==> config.mk <==
export PLATFORM = sky130hd
export DESIGN_NAME = multi_trigger_logic
export DESIGN_NICKNAME = d
export VERILOG_FILES = /design/src/rtl/multi_trigger_logic.sv
export SDC_FILE = /design/constraint.sdc
export NUM_CORES = 1
export LEC_CHECK = 0
export CORE_MARGIN = 10
export CORE_UTILIZATION = 35
export DETAILED_ROUTE_END_ITERATION = 6
export GPL_ROUTABILITY_DRIVEN = 0
export HOLD_SLACK_MARGIN = 0.15
export PLACE_DENSITY_LB_ADDON = 0.05
export SETUP_SLACK_MARGIN = 0.2
export SYNTH_ARGS = -nofsm -noshare
export SYNTH_HDL_FRONTEND = slang
export SYNTH_SLANG_ARGS = --single-unit
==> constraint.sdc <==
create_clock -name clk -period 2.7 [get_ports clk]
set_clock_uncertainty 0.05 [all_clocks]
set_input_delay 0.675 -clock clk [delete_from_list [all_inputs] [get_ports clk]]
set_output_delay 0.675 -clock clk [all_outputs]
set_load 0.03 [all_outputs]
==> src/rtl/multi_trigger_logic.sv <==
// Trigger qualifier: masked AND/OR combine of per-channel flags, consecutive-cycle
// qualification, sticky trigger flag, source latch and saturating event counter.
module multi_trigger_logic #(
  parameter int unsigned NUM_CH = 5,
  parameter int unsigned QUAL_W = 8,
  parameter int unsigned CNT_W  = 16
) (
  input  logic              clk,
  input  logic              rst_n,
  input  logic [NUM_CH-1:0] ch_trig,
  input  logic [NUM_CH-1:0] trig_en,
  input  logic              trig_mode,
  input  logic [QUAL_W-1:0] qual_cnt,
  input  logic              armed,
  input  logic              set_capture_done,
  output logic              triggered,
  output logic              qualifying,
  output logic [NUM_CH-1:0] trig_src,
  output logic [CNT_W-1:0]  trig_count
);

  typedef enum logic [1:0] {
    StIdle  = 2'd0,
    StQual  = 2'd1,
    StTrigd = 2'd2
  } state_e;

  state_e            state_q, state_d;
  logic [QUAL_W-1:0] qcnt_q, qcnt_d;
  logic [NUM_CH-1:0] trig_src_q;
  logic [CNT_W-1:0]  trig_count_q;
  logic              cond_and, cond_or, cond, hit;
  logic              trig_load;

  // An empty mask must never satisfy AND mode, hence the explicit |trig_en term.
  assign cond_and = (&(ch_trig | ~trig_en)) & (|trig_en);
  assign cond_or  = |(ch_trig & trig_en);
  assign cond     = trig_mode ? cond_or : cond_and;
  assign hit      = armed & cond;

  always_ff @(posedge clk or negedge rst_n) begin
    if (!rst_n) begin
      state_q <= StIdle;
      qcnt_q  <= '0;
    end else begin
      state_q <= state_d;
      qcnt_q  <= qcnt_d;
    end
  end

  always_comb begin
    state_d   = state_q;
    qcnt_d    = qcnt_q;
    trig_load = 1'b0;
    if (set_capture_done) begin
      state_d = StIdle;
      qcnt_d  = '0;
    end else begin
      unique case (state_q)
        StIdle: begin
          if (hit && (qual_cnt == '0)) begin
            state_d   = StTrigd;
            qcnt_d    = '0;
            trig_load = 1'b1;
          end else if (hit) begin
            state_d = StQual;
            qcnt_d  = QUAL_W'(1);
          end else begin
            qcnt_d = '0;
          end
        end
        StQual: begin
          if (!hit) begin
            state_d = StIdle;
            qcnt_d  = '0;
          end else if (qcnt_q >= qual_cnt) begin
            // >= lets a lowered qual_cnt finish qualification on the next edge.
            state_d   = StTrigd;
            qcnt_d    = '0;
            trig_load = 1'b1;
          end else begin
            qcnt_d = qcnt_q + QUAL_W'(1);
          end
        end
        StTrigd: begin
          state_d = StTrigd;
        end
        default: begin
          state_d = StIdle;
          qcnt_d  = '0;
        end
      endcase
    end
  end

  always_comb begin
    triggered  = (state_q == StTrigd);
    qualifying = (state_q == StQual);
    trig_src   = trig_src_q;
    trig_count = trig_count_q;
  end

  always_ff @(posedge clk or negedge rst_n) begin
    if (!rst_n) begin
      trig_src_q   <= '0;
      trig_count_q <= '0;
    end else if (trig_load) begin
      trig_src_q <= ch_trig & trig_en;
      if (trig_count_q != {CNT_W{1'b1}}) begin
        trig_count_q <= trig_count_q + CNT_W'(1);
      end
    end
  end

endmodule

==> flow_metrics.tcl, run 1 <==
set metrics [dict create \
    grt.overflow.total 0 \
    drt_wl_total_um 4800 \
    cts.path.max_buffers 2 \
    holdPathEnd "trig_count[7]" \
    ys_seq_elements 31 \
    fin_util 0.547 \
    multiInputGateArea_sq_um 1030 \
    wire_per_inst_um 13.9 \
    first_global_vias 1717 \
    total_power_mw 1.36 \
    area_growth_pct 51.6 \
    setup_viol 0 \
    dieArea_sq_um 8520 \
    clock-sinks 31 \
    cellLeakagePower_nw 1.36 \
    cp-start-kind "primary input" \
    ctsHoldBuffers 0 \
    final_nets 306 \
    grt_pass1_wl_um 8270 \
    num_rows 26 \
    report.final.slew_viol_count 0 \
    fill_cells 500 \
    synth_nets 230 \
    slew_headroom 0.494 \
    ys_seq_area_frac 0.424 \
    ys.flop_type "dfrtp_1" \
    max_freq_ghz 0.415 \
    cp-end-kind "flop" \
    via_count 1690 \
    insertion_delay_ns 0.29 \
    synth_top_area_cell "dfrtp_1" \
    synth.most_common_cell "dfrtp_1" \
    synth-async-reset-ratio 1.00 \
    synth_cell_type_count 42 \
    rr_worst_depth 7 \
    crit_arrival_ns 2.53 \
    cts_buffers 5 \
    grt_max_degree 32 \
    synth_edf_count 0 \
    grt.total_usage 0.116 \
    antenna_found_initial 0 \
    ff2ff_setup_slack_ns 0.49 \
    root_buffer "clkbuf_8" \
    worstReg2RegEnd "trig_count[1]" \
    drive_gt1_frac 0.215 \
    n_antenna_cell 0 \
    drcViolationCount 0 \
    dp_slack_ns -0.301 \
    chipWidth_um 92.3 \
    drt_iter0_drc 63 \
    cp_max_fo 5 \
    fin_ws_ns 0.288 \
    synth_top_cell_area_share 0.424 \
    tightest_slew_ns 0.754 \
    io_pins 46 \
    port_buffers 45 \
    htree_levels 2 \
    vdd_drop_max_uv 265 \
    clk_pin_slew_worst_paths_ns 0.06 \
    grt_setup_unrepaired "false" \
    r2r_start "qcnt_q[5]" \
    synth_cells 197 \
    worstHoldPathType "reg2reg" \
    period_share 0.894 \
    ant_nets 0 \
    status "finished, final reports clean" \
    crit_type "in2reg" \
    critPathRequiredTime_ns 2.82 \
    syn-cell-area_sq_um 1830 \
    hold_viol_final 0 \
    syn_area_per_cell_sq_um 9.29 \
    cts_tree "done" \
    dp_hpwl_um 3560 \
    maxCapViolCount 0 \
    powerDensity_nw_per_um2 489 \
    vias_per_cell 4.91 \
    yosys_warnings 0 \
    synth_area_leaders "dfrtp_1 (42%), ha_1 (6.8%), xnor2_1 (6.2%)" \
    dr.pass1.iters 4 \
    die_h_um 92.3 \
    core_sq_um 5070 \
    hold_depth 1 \
    min-delay-start "trig_count[7]" \
    initial_core_util 0.360 \
    seq_area_sq_um 776 \
    fin_crit_ns 2.41 \
    netlist_top_cells_count "dfrtp_1 (31), inv_1 (20), nand3_1 (18), nand2_1 (17), xnor2_1 (13)" \
]
## final cells by class
cell class                 instances  area share
multi-input combinational        141       0.372
inverter                          20      0.0271
timing repair buffer              74       0.247
sequential                        31       0.280
clock inverter                     2      0.0126
tap                               70      0.0316
clock buffer                       6      0.0298
## flip-flops by register name, indices dropped and copies added, names as in the netlist
name and cells:
trig_count 16, trig_src 5, state_q 2, qcnt_q 8
## worst max-delay path, stage by stage
cell and delay, ns:
clkdlybuf4s50_1 0.48, a222oi_1 0.35, a31oi_2 0.19, nor3b_4 0.31, and2_4 0.21, mux2_2 0.32
## power breakdown
group	internal, mW	total (mW)	leakage [nW]	switching [mW]
clock	0.298	0.478	0.0612	0.180
combinational	0.153	0.339	0.882	0.186
sequential	0.507	0.539	0.416	0.0317
## logic make-up after synthesis
kind of cell | Yosys count | share of synthesized area
adders and majority gates | 10 | 0.0684
DFF | 31 | 0.424
xor gates and xnor gates | 15 | 0.0718
muxes | 3 | 0.0178
and+or+nand+nor | 81 | 0.236
buffers and inverters | 25 | 0.0581
AOI/OAI and AO/OA | 32 | 0.124
## what timing repair did
action / in CTS / in global routing
cloned: 1 / 0
buffers inserted: 2 / 5
setup endpoints to repair: 28 / 19
resized for setup: 23 / 17
pin swaps: 9 / 9
## through the flow
stage / cells / hold slack (ns) / setup TNS [ns] / cell area [sq um]
finish: 344 / 0.443 / 0 / 2770
global route: 344 / 0.490 / 0 / 2770
CTS: 339 / 0.445 / 0 / 2700
detailed placement: 328 / 0.434 / -5.93 / 2490
global placement: 328 / 0.444 / -4.85 / 2490
floorplan: 197 / 0.329 / 0 / 1830
## how the worst max path moves through the flow
stage,from,endpoint,slack (ns)
after global placement,qual_cnt[2],qcnt_q[5],-0.27
final,trig_en[2],trig_count[1],0.29
after floorplan,qual_cnt[7],trig_count[1],0.28
after detailed placement,qual_cnt[2],qcnt_q[5],-0.30
after CTS,ch_trig[0],qcnt_q[5],0.19
after global routing,qual_cnt[5],trig_count[1],0.20
## routing by layer
layer,routed length (um),vias up,GRT usage
met5,0,-,0
met1,2160,800,0.144
met2,2380,32,0.192
li1,-,852,-
met3,197,6,0.0323
met4,61,0,0.0360
## placed cells by master (no fill, tap or decap), drive strengths merged, types with 4 or more instances in the layout
| master | count |
|---|---|
| nand2 | 17 |
| a21oi | 4 |
| clkbuf | 7 |
| inv | 20 |
| nand2b | 4 |
| dlygate4sd2 | 6 |
| clkdlybuf4s50 | 27 |
| o21ai | 8 |
| and3 | 5 |
| ha | 10 |
| xnor2 | 13 |
| nand4 | 6 |
| nor3 | 5 |
| dfrtp | 31 |
| nand3 | 18 |
| nor2b | 6 |
| buf | 29 |
| nor2 | 8 |
| dlymetal6s2s | 10 |
Note: power is estimated with default switching activity, not from simulation.
==> run 2, diff against run 1 <==
--- a/config.mk
+++ b/config.mk
@@ -5,6 +5,7 @@
 export SDC_FILE = /design/constraint.sdc
 export NUM_CORES = 1
 export LEC_CHECK = 0
+export CORE_ASPECT_RATIO = 0.6
 export CORE_MARGIN = 10
 export CORE_UTILIZATION = 35
 export DETAILED_ROUTE_END_ITERATION = 6
==> flow_metrics.tcl, run 2 (same netlist as run 1, synthesis figures left out) <==
set metrics [dict create \
    status "finished, final reports clean" \
    maxCapViolCount 0 \
    period_share 0.895 \
    r2r_start "qcnt_q[5]" \
    port_buffers 45 \
    total_power_mw 1.29 \
    grt_pass1_wl_um 8510 \
    cts.path.max_buffers 2 \
    grt.overflow.total 0 \
    drcViolationCount 0 \
    crit_type "in2reg" \
    final_common_cell "dfrtp_1" \
    hold_viol_final 0 \
    dp_hpwl_um 3800 \
    setup_viol 0 \
    report.final.slew_viol_count 0 \
    max_freq_ghz 0.414 \
    tightest_slew_ns 0.792 \
    crit_arrival_ns 2.53 \
    wire_per_inst_um 15.1 \
    htree_levels 2 \
    clock-sinks 31 \
    grt.total_usage 0.119 \
    min-delay-start "trig_count[7]" \
    vdd_drop_max_uv 364 \
    vias_per_cell 4.86 \
    final_nets 300 \
    root_buffer "clkbuf_8" \
    dieArea_sq_um 8610 \
    cellLeakagePower_nw 1.34 \
    antenna_found_initial 0 \
    mostFrequentLayoutCells "dfrtp_1 (31), clkdlybuf4s50_1 (25), inv_1 (18), nand3_1 (18), buf_4 (18)" \
    via_count 1622 \
    largest_register_ffs 16 \
    n_antenna_cell 0 \
    worstHoldPathType "reg2reg" \
    powerDensity_nw_per_um2 477 \
    first_global_vias 1608 \
    final_area_sq_um 2700 \
    cp-start-kind "primary input" \
    cts_tree "done" \
    clk_pin_slew_worst_paths_ns 0.07 \
    rr_worst_depth 7 \
    critPathRequiredTime_ns 2.81 \
    worstReg2RegEnd "trig_count[1]" \
    slew_headroom 0.469 \
    insertion_delay_ns 0.27 \
    grt_max_degree 32 \
    cp-end-kind "flop" \
    initial_core_util 0.362 \
    ant_nets 0 \
    hold_depth 1 \
    drive_gt1_frac 0.179 \
    chipWidth_um 113 \
    num_rows 20 \
    finalSetupTns_ns 0 \
    ff2ff_setup_slack_ns 0.47 \
    drt_iter0_drc 79 \
    io_pins 46 \
    dr.pass1.iters 4 \
    drt_wl_total_um 5040 \
    grt_setup_unrepaired "false" \
    die_h_um 76 \
    area_growth_pct 47.7 \
    cts_buffers 5 \
    cp_max_fo 4 \
    holdPathEnd "trig_count[7]" \
    place_area_sq_um 2490 \
    fin_crit_ns 2.42 \
    core_sq_um 5050 \
]
run 2: cell types whose count changed in the layout (fill, tap and decap cells not counted), sizes merged:
cell,previous run,this run
buf,29,23
dlygate4sd2,6,9
bufinv,1,0
clkinv,1,0
clkdlybuf4s50,27,25
clkbuf,7,8
run 2: metal layers:
layer  vias up  global-route usage  wire (um)
met2        33               0.139       1740
met4         0              0.0265         41
li1        837                   -          -
met5         -                   0          0
met1       748               0.193       2980
met3         4              0.0393        277
run 2: what timing repair did:
action / CTS / global route
hold buffers: 0 / 0
hold endpoints to repair: 0 / 0
resized for setup: 27 / 13
endpoints found under the setup margin: 29 / 26
pin swaps: 13 / 10
buffers inserted: 1 / 0
cloned: 1 / 0
run 2: critical path, stage by stage:
cell and delay [ns]:
dlygate4sd2_1 0.25, inv_2 0.06, ha_4 0.26, and3_4 0.18
o211ai_1 0.09, o21ai_1 0.19, nor3b_4 0.33, and2_4 0.21
mux2_4 0.29
run 2: how the worst max path moves through the flow:
| stage | from | cells past startpoint | slack, ns | to |
|---|---|---|---|---|
| floorplan | qual_cnt[7] | 8 | 0.28 | trig_count[1] |
| global placement | qual_cnt[5] | 11 | -0.28 | qcnt_q[5] |
| detailed placement | qual_cnt[6] | 11 | -0.29 | qcnt_q[5] |
| CTS | qual_cnt[0] | 8 | 0.20 | trig_count[1] |
| global route | trig_mode | 8 | 0.20 | trig_count[2] |
| finish | qual_cnt[7] | 9 | 0.28 | trig_count[1] |
run 2: stage by stage:
| stage | hold WS [ns] | setup slack (ns) | util | cells |
|---|---|---|---|---|
| after global placement | 0.453 | -0.280 | 0.492 | 324 |
| after global routing | 0.479 | 0.205 | 0.535 | 334 |
| after floorplan | 0.329 | 0.277 | - | 197 |
| after CTS | 0.450 | 0.202 | 0.528 | 334 |
| final | 0.447 | 0.284 | 0.535 | 334 |
| after detailed placement | 0.440 | -0.289 | 0.492 | 324 |
run 2: layout make-up:
class / count / area (sq um)
inverters: 20 / 75.1
flip-flops and latches: 31 / 776
multi-input cells: 141 / 1020
fillers: 485 / 2350
repair buffers: 68 / 649
clock buffers: 8 / 100
well taps: 66 / 82.6
run 2: report_power, final:
| part | switching, mW | leakage (nW) | total, mW | internal, mW |
|---|---|---|---|---|
| Combinational | 0.190 | 0.872 | 0.343 | 0.153 |
| Clock | 0.171 | 0.0515 | 0.403 | 0.233 |
| Sequential | 0.0352 | 0.416 | 0.542 | 0.507 |
